File: src/rtl/regfile_wb_sched_pkg.sv
// ============================================================================
// regfile_wb_sched_pkg : shared widths and grant-source encoding
// Rev 1.0
// ============================================================================
`default_nettype none

package regfile_wb_sched_pkg;

  localparam int REG_W    = 32;
  localparam int ADDR_W   = 5;
  localparam int NUM_REGS = 32;

  // Enum value doubles as the req/gnt bit index inside the arbiter.
  typedef enum logic {
    SRC_ALU = 1'b0,
    SRC_MEM = 1'b1
  } src_e;

endpackage

`default_nettype wire

File: src/rtl/regfile_wb_sched_if.sv
// ============================================================================
// regfile_wb_sched_if : issue, writeback, write-port and hazard bundle
// Rev 1.0
// ============================================================================
`default_nettype none

interface regfile_wb_sched_if;

  logic                                      issue_valid;
  logic [regfile_wb_sched_pkg::ADDR_W-1:0]   issue_add;
  logic                                      issue_ready;

  logic                                      alu_valid;
  logic [regfile_wb_sched_pkg::ADDR_W-1:0]   alu_add;
  logic [regfile_wb_sched_pkg::REG_W-1:0]    alu_data;
  logic                                      alu_ready;

  logic                                      mem_valid;
  logic [regfile_wb_sched_pkg::ADDR_W-1:0]   mem_add;
  logic [regfile_wb_sched_pkg::REG_W-1:0]    mem_data;
  logic                                      mem_ready;

  logic [regfile_wb_sched_pkg::REG_W-1:0]    writeData;
  logic [regfile_wb_sched_pkg::ADDR_W-1:0]   writeAdd;
  logic                                      writeEn;

  logic [regfile_wb_sched_pkg::ADDR_W-1:0]   read1Add;
  logic [regfile_wb_sched_pkg::ADDR_W-1:0]   read2Add;
  logic                                      hazard1;
  logic                                      hazard2;

  logic [regfile_wb_sched_pkg::NUM_REGS-1:0] busy;

  modport master (
    output issue_valid, issue_add, input issue_ready,
    output alu_valid, alu_add, alu_data, input alu_ready,
    output mem_valid, mem_add, mem_data, input mem_ready,
    input  writeData, writeAdd, writeEn,
    output read1Add, read2Add, input hazard1, hazard2,
    input  busy
  );

  modport slave (
    input  issue_valid, issue_add, output issue_ready,
    input  alu_valid, alu_add, alu_data, output alu_ready,
    input  mem_valid, mem_add, mem_data, output mem_ready,
    output writeData, writeAdd, writeEn,
    input  read1Add, read2Add, output hazard1, hazard2,
    output busy
  );

endinterface

`default_nettype wire

File: src/rtl/regfile_wb_sched_rr_arb2.sv
// ============================================================================
// rr_arb2 : two-way round-robin arbiter, bit 0 = ALU, bit 1 = MEM
// Rev 1.0
// ============================================================================
`default_nettype none

module rr_arb2
  import regfile_wb_sched_pkg::*;
(
  input  wire logic       clk,
  input  wire logic       rst,
  input  wire logic [1:0] req_i,
  output logic      [1:0] gnt_o
);

  src_e last_q;
  src_e last_d;

  always_comb begin
    gnt_o  = 2'b00;
    last_d = last_q;
    // On contention the source that did not win last time takes the slot.
    if (req_i[0] && (!req_i[1] || (last_q == SRC_MEM))) begin
      gnt_o[0] = 1'b1;
      last_d   = SRC_ALU;
    end else if (req_i[1]) begin
      gnt_o[1] = 1'b1;
      last_d   = SRC_MEM;
    end
  end

  always_ff @(posedge clk or posedge rst) begin
    if (rst) begin
      last_q <= SRC_MEM;
    end else begin
      last_q <= last_d;
    end
  end

endmodule

`default_nettype wire

File: src/rtl/regfile_wb_sched.sv
// ============================================================================
// regfile_wb_sched : destination scoreboard plus arbitrated single write port
// Rev 1.0
// ============================================================================
`default_nettype none

module regfile_wb_sched
  import regfile_wb_sched_pkg::*;
(
  input  wire logic          clk,
  input  wire logic          rst,
  regfile_wb_sched_if.slave  bus
);

  logic [NUM_REGS-1:0] busy_q;
  logic [NUM_REGS-1:0] busy_d;
  logic                writeEn_q;
  logic                writeEn_d;
  logic [ADDR_W-1:0]   writeAdd_q;
  logic [ADDR_W-1:0]   writeAdd_d;
  logic [REG_W-1:0]    writeData_q;
  logic [REG_W-1:0]    writeData_d;

  logic [1:0]          w_req;
  logic [1:0]          w_gnt;
  logic                w_issue_ready;
  logic [ADDR_W-1:0]   w_win_add;
  logic [REG_W-1:0]    w_win_data;

  assign w_req = {bus.mem_valid, bus.alu_valid};

  rr_arb2 u_arb (
    .clk   (clk),
    .rst   (rst),
    .req_i (w_req),
    .gnt_o (w_gnt)
  );

  assign w_issue_ready = !busy_q[bus.issue_add];
  assign w_win_add     = w_gnt[1] ? bus.mem_add  : bus.alu_add;
  assign w_win_data    = w_gnt[1] ? bus.mem_data : bus.alu_data;

  always_comb begin
    busy_d      = busy_q;
    writeEn_d   = 1'b0;
    writeAdd_d  = writeAdd_q;
    writeData_d = writeData_q;
    if (bus.issue_valid && w_issue_ready) begin
      busy_d[bus.issue_add] = 1'b1;
    end
    // Clear after set so a writeback always wins on the same register.
    if (|w_gnt) begin
      busy_d[w_win_add] = 1'b0;
      writeEn_d         = 1'b1;
      writeAdd_d        = w_win_add;
      writeData_d       = w_win_data;
    end
  end

  always_ff @(posedge clk or posedge rst) begin
    if (rst) begin
      busy_q      <= '0;
      writeEn_q   <= 1'b0;
      writeAdd_q  <= '0;
      writeData_q <= '0;
    end else begin
      busy_q      <= busy_d;
      writeEn_q   <= writeEn_d;
      writeAdd_q  <= writeAdd_d;
      writeData_q <= writeData_d;
    end
  end

  assign bus.issue_ready = w_issue_ready;
  assign bus.alu_ready   = w_gnt[0];
  assign bus.mem_ready   = w_gnt[1];
  assign bus.writeEn     = writeEn_q;
  assign bus.writeAdd    = writeAdd_q;
  assign bus.writeData   = writeData_q;
  assign bus.busy        = busy_q;
  assign bus.hazard1     = busy_q[bus.read1Add] | (writeEn_q && (writeAdd_q == bus.read1Add));
  assign bus.hazard2     = busy_q[bus.read2Add] | (writeEn_q && (writeAdd_q == bus.read2Add));

endmodule

`default_nettype wire

File: src/flat_wrapper.sv
// flat-port wrapper written by rule: the top's interface ports become plain ports
module regfile_wb_sched_flat import regfile_wb_sched_pkg::*;
  (clk, rst, bus_issue_valid, bus_issue_add, bus_issue_ready, bus_alu_valid, bus_alu_add, bus_alu_data, bus_alu_ready, bus_mem_valid, bus_mem_add, bus_mem_data, bus_mem_ready, bus_writeData, bus_writeAdd, bus_writeEn, bus_read1Add, bus_read2Add, bus_hazard1, bus_hazard2, bus_busy);
  regfile_wb_sched_if bus_i ();
  input  wire logic clk;
  input  wire logic rst;
  input wire logic [$bits(bus_i.issue_valid)-1:0] bus_issue_valid;
  input wire logic [$bits(bus_i.issue_add)-1:0] bus_issue_add;
  output wire logic [$bits(bus_i.issue_ready)-1:0] bus_issue_ready;
  input wire logic [$bits(bus_i.alu_valid)-1:0] bus_alu_valid;
  input wire logic [$bits(bus_i.alu_add)-1:0] bus_alu_add;
  input wire logic [$bits(bus_i.alu_data)-1:0] bus_alu_data;
  output wire logic [$bits(bus_i.alu_ready)-1:0] bus_alu_ready;
  input wire logic [$bits(bus_i.mem_valid)-1:0] bus_mem_valid;
  input wire logic [$bits(bus_i.mem_add)-1:0] bus_mem_add;
  input wire logic [$bits(bus_i.mem_data)-1:0] bus_mem_data;
  output wire logic [$bits(bus_i.mem_ready)-1:0] bus_mem_ready;
  output wire logic [$bits(bus_i.writeData)-1:0] bus_writeData;
  output wire logic [$bits(bus_i.writeAdd)-1:0] bus_writeAdd;
  output wire logic [$bits(bus_i.writeEn)-1:0] bus_writeEn;
  input wire logic [$bits(bus_i.read1Add)-1:0] bus_read1Add;
  input wire logic [$bits(bus_i.read2Add)-1:0] bus_read2Add;
  output wire logic [$bits(bus_i.hazard1)-1:0] bus_hazard1;
  output wire logic [$bits(bus_i.hazard2)-1:0] bus_hazard2;
  output wire logic [$bits(bus_i.busy)-1:0] bus_busy;
  assign bus_i.issue_valid = bus_issue_valid;
  assign bus_i.issue_add = bus_issue_add;
  assign bus_issue_ready = bus_i.issue_ready;
  assign bus_i.alu_valid = bus_alu_valid;
  assign bus_i.alu_add = bus_alu_add;
  assign bus_i.alu_data = bus_alu_data;
  assign bus_alu_ready = bus_i.alu_ready;
  assign bus_i.mem_valid = bus_mem_valid;
  assign bus_i.mem_add = bus_mem_add;
  assign bus_i.mem_data = bus_mem_data;
  assign bus_mem_ready = bus_i.mem_ready;
  assign bus_writeData = bus_i.writeData;
  assign bus_writeAdd = bus_i.writeAdd;
  assign bus_writeEn = bus_i.writeEn;
  assign bus_i.read1Add = bus_read1Add;
  assign bus_i.read2Add = bus_read2Add;
  assign bus_hazard1 = bus_i.hazard1;
  assign bus_hazard2 = bus_i.hazard2;
  assign bus_busy = bus_i.busy;
  regfile_wb_sched u_core (.clk(clk), .rst(rst), .bus(bus_i));
endmodule
File: config.mk
export PLATFORM = sky130hd
export DESIGN_NAME = regfile_wb_sched_flat
export DESIGN_NICKNAME = d
export VERILOG_FILES = /design/src/rtl/regfile_wb_sched_pkg.sv /design/src/rtl/regfile_wb_sched_if.sv /design/src/rtl/regfile_wb_sched_rr_arb2.sv /design/src/rtl/regfile_wb_sched.sv /design/src/flat_wrapper.sv
export SDC_FILE = /design/constraint.sdc
export NUM_CORES = 1
export LEC_CHECK = 0
export CAP_MARGIN = 10
export CORE_MARGIN = 4
export CORE_UTILIZATION = 45
export CTS_BUF_LIST = sky130_fd_sc_hd__clkbuf_2
export DETAILED_ROUTE_END_ITERATION = 6
export PLACE_DENSITY_LB_ADDON = 0.15
export SLEW_MARGIN = 20
export SYNTH_ARGS = -nofsm -noshare
export SYNTH_HDL_FRONTEND = slang
export SYNTH_HIERARCHICAL = 1
export SYNTH_SLANG_ARGS = --single-unit
File: constraint.sdc
create_clock -name clk -period 3.72 [get_ports clk]
set_clock_uncertainty 0.15 [all_clocks]
set_input_delay 0.372 -clock clk [delete_from_list [all_inputs] [get_ports clk]]
set_output_delay 0.372 -clock clk [all_outputs]
set_load 0.005 [all_outputs]
==> impl_metrics.tcl <==
set metrics [dict create \
    ctsHtreeMaxLevel 3 \
    cap_violations 0 \
    place_congestion 0.934 \
    use_met3_pct 9.74 \
    drt_pass1_iterations 5 \
    hp-start "bus_mem_data[20]" \
    internal_power_uw 1960 \
    yosysWarningCount 6 \
    synthSimpleGateAreaFrac_pct 13.0 \
    cts_setup_buffers 0 \
    synthMuxAreaShare_pct 24.6 \
    port_buffers 168 \
    synthesis.area_mm2 0.00428 \
    hold_class "primary input to flip-flop" \
    synth_fa_ha_area_share_pct 0 \
    io_pins 169 \
    postCtsResizedCells 0 \
    dieHeight_um 106 \
    final_util_pct 67.8 \
    required_ns 3.20 \
    drv_slew 0 \
    crit-reg2reg-launch "u_core/u_arb/last_q" \
    synth-xor-area-share_pct 2.05 \
    globalRouteMet2Util_pct 41.2 \
    pwr-share-comb_pct 38.3 \
    root_buffer "clkbuf_2" \
    swShare_pct 31.8 \
    hold_viol 0 \
    synth.most_common_cell "dfrtp_1" \
    clock-sinks 71 \
    irDropWorstVdd_mv 0.225 \
    layout.nets 649 \
    syn_avg_cell_area_um2 10.9 \
    synth_compound_area_share_pct 15.6 \
    ys_top_cells_by_area "dfrtp_1 41%, mux2i_1 10%, mux4_2 8.9%" \
    finalSetupViolCount 0 \
    wl_um 14000 \
    seqPwrFrac_pct 42.0 \
    cts_tree "yes" \
    p_leak_uw 0.00254 \
    synth_top_cell_area_share_pct 40.9 \
    power.switching_uw 914 \
    ys_ff_latch 71 \
    grt_usage_pct 24.9 \
    clk_latency_ns 0.50 \
    relSlewSlack_pct 40.1 \
    numCtsBuffers 9 \
    drc 0 \
    grt_remaining_overflow 0 \
    rows 35 \
    first_global_vias 4019 \
    grt_max_degree 36 \
    layout-drive-gt1-share_pct 11.1 \
    fmax_ghz 0.298 \
    synth_async_sr_flop_share_pct 100 \
    wl_per_cell_um 20.3 \
    fp.dieW_um 106 \
    syn_nets 486 \
    post-route-min-period_ns 3.35 \
    area_delta_synth_final_pct 46.4 \
    synth_top_family_by_area "multiplexers" \
    yosys.area.top_type "dfrtp_1" \
    clkTransAtPathRegs_ns 0.20 \
    rsz0062_at_grt "false" \
    synth_edf_count 0 \
    setup_tns_ns 0 \
    dieArea_mm2 0.0111 \
    ctsHoldBuffers 1 \
    viasPerCell 5.77 \
    worst_slew_pin_slew_ns 0.895 \
    busiest_layer "met2" \
    fillers 737 \
    synth_cell_types 46 \
    antenna_found_initial 0 \
    pwr-share-clk_pct 19.7 \
    use_met1_pct 29.7 \
    ant_nets 0 \
    grt_pass1_wl_um 21600 \
    worst_setup_path_start_kind "primary input" \
    vias 3975 \
    power.density_mw_per_mm2 459 \
    drtIter0Drc 257 \
    synthTopCellsByCount "70 x dfrtp_1, 44 x mux2i_1, 42 x nand2_1, 38 x nor2_1, 37 x o21ai_0" \
    startpoint "bus_issue_add[0]" \
    coreArea_mm2 0.00924 \
    cp-end-kind "output port" \
    hpwl_um 10800 \
    ys_seq_area_share_pct 41.5 \
    crit_type "primary input to output port" \
    synth_flop_cell "dfrtp_1" \
    initial_core_util_pct 46.3 \
    run_status "complete, no violations" \
    arrival_ns 2.83 \
    cp_max_fo 12 \
    syn_inst 392 \
    clock_path_buffers 2 \
    diodes 0 \
    period_share_pct 90.1 \
]
==> area by class of cell <==
class / count / area, um2 / area share [%]
tap: 129 / 161 / 2.58
clock buffer: 10 / 50.0 / 0.799
timing repair buffer: 178 / 1760 / 28.1
multi-input combinational: 289 / 2390 / 38.1
inverter: 6 / 22.5 / 0.359
clock inverter: 6 / 109 / 1.74
sequential: 71 / 1780 / 28.4
==> cells by family (layout without fill, tap and decap cells) <==
| logic type | Yosys count | in the layout |
|---|---|---|
| AND/OR/NAND/NOR | 113 | 113 |
| AO/OA/AOI/OAI | 94 | 94 |
| multiplexers | 72 | 72 |
| flip-flops | 71 | 71 |
| buffers and inverters | 32 | 200 |
| XOR/XNOR | 10 | 10 |
==> cell usage in the layout, fill, tap and decap left out, types with 8 or more instances in the layout <==
| cell type | netlist | routed |
|---|---|---|
| clkbuf_2 | 0 | 10 |
| buf_4 | 1 | 9 |
| nand2_1 | 42 | 42 |
| o21ai_0 | 37 | 37 |
| mux2i_1 | 44 | 44 |
| xor2_1 | 8 | 8 |
| o22a_1 | 12 | 12 |
| nor2_1 | 38 | 38 |
| clkdlybuf4s50_1 | 0 | 168 |
| a2bb2oi_1 | 18 | 18 |
| dfrtp_1 | 70 | 70 |
| mux4_2 | 17 | 17 |
==> power by group through the flow <==
stage	clock, uW	sequential [uW]	combinational [uW]
2_1_floorplan	0	1120	501
3_3_place_gp	0	1200	1080
3_5_place_dp	0	1210	1100
4_1_cts	582	1200	1110
5_1_grt	617	1230	1180
6_report	566	1210	1100
==> registers in the layout, summed over array words and instances (netlist names) <==
name / count
u_core/bus.writeAdd: 5
u_core/u_arb/last_q: 1
u_core/bus.busy: 32
u_core/bus.writeData: 32
u_core/bus.writeEn: 1
==> per-stage QoR <==
stage / cell area, um2 / power [uW] / cells / hold slack [ns] / worst slack, ns
after floorplan: 4280 / 1620 / 392 / 0.112 / 1.43
after global placement: 6100 / 2280 / 672 / 0.368 / 0.390
after detailed placement: 6100 / 2310 / 672 / 0.391 / 0.395
after CTS: 6270 / 2890 / 689 / 0.210 / 0.381
after global routing: 6270 / 3030 / 689 / 0.167 / 0.231
final: 6270 / 2880 / 689 / 0.253 / 0.369
==> final timing paths <==
check,end,cells after the start,slack [ns]
hold / removal,u_core/bus.writeData[20],3,0.25
hold reg to reg,u_core/u_arb/last_q,2,0.41
setup / recovery,bus_issue_ready,6,0.37
max in group asynchronous,u_core/bus.busy[12],4,2.14
setup reg to reg,u_core/bus.busy[12],5,1.33
min in group asynchronous,u_core/bus.writeData[19],3,0.56
==> critical path, cell delays in order <==
cell	delay [ns]
clkdlybuf4s50_1	0.46
buf_4	0.22
mux4_1	0.60
mux4_1	0.49
mux2i_1	0.15
clkdlybuf4s50_1	0.53
==> metal layers <==
metal / up-vias / routed length [um]
met2: 249 / 6790
met1: 1886 / 5300
met5: - / 0
met3: 36 / 1560
met4: 0 / 319
li1: 1804 / -
Power figures use the tool's default switching activity.
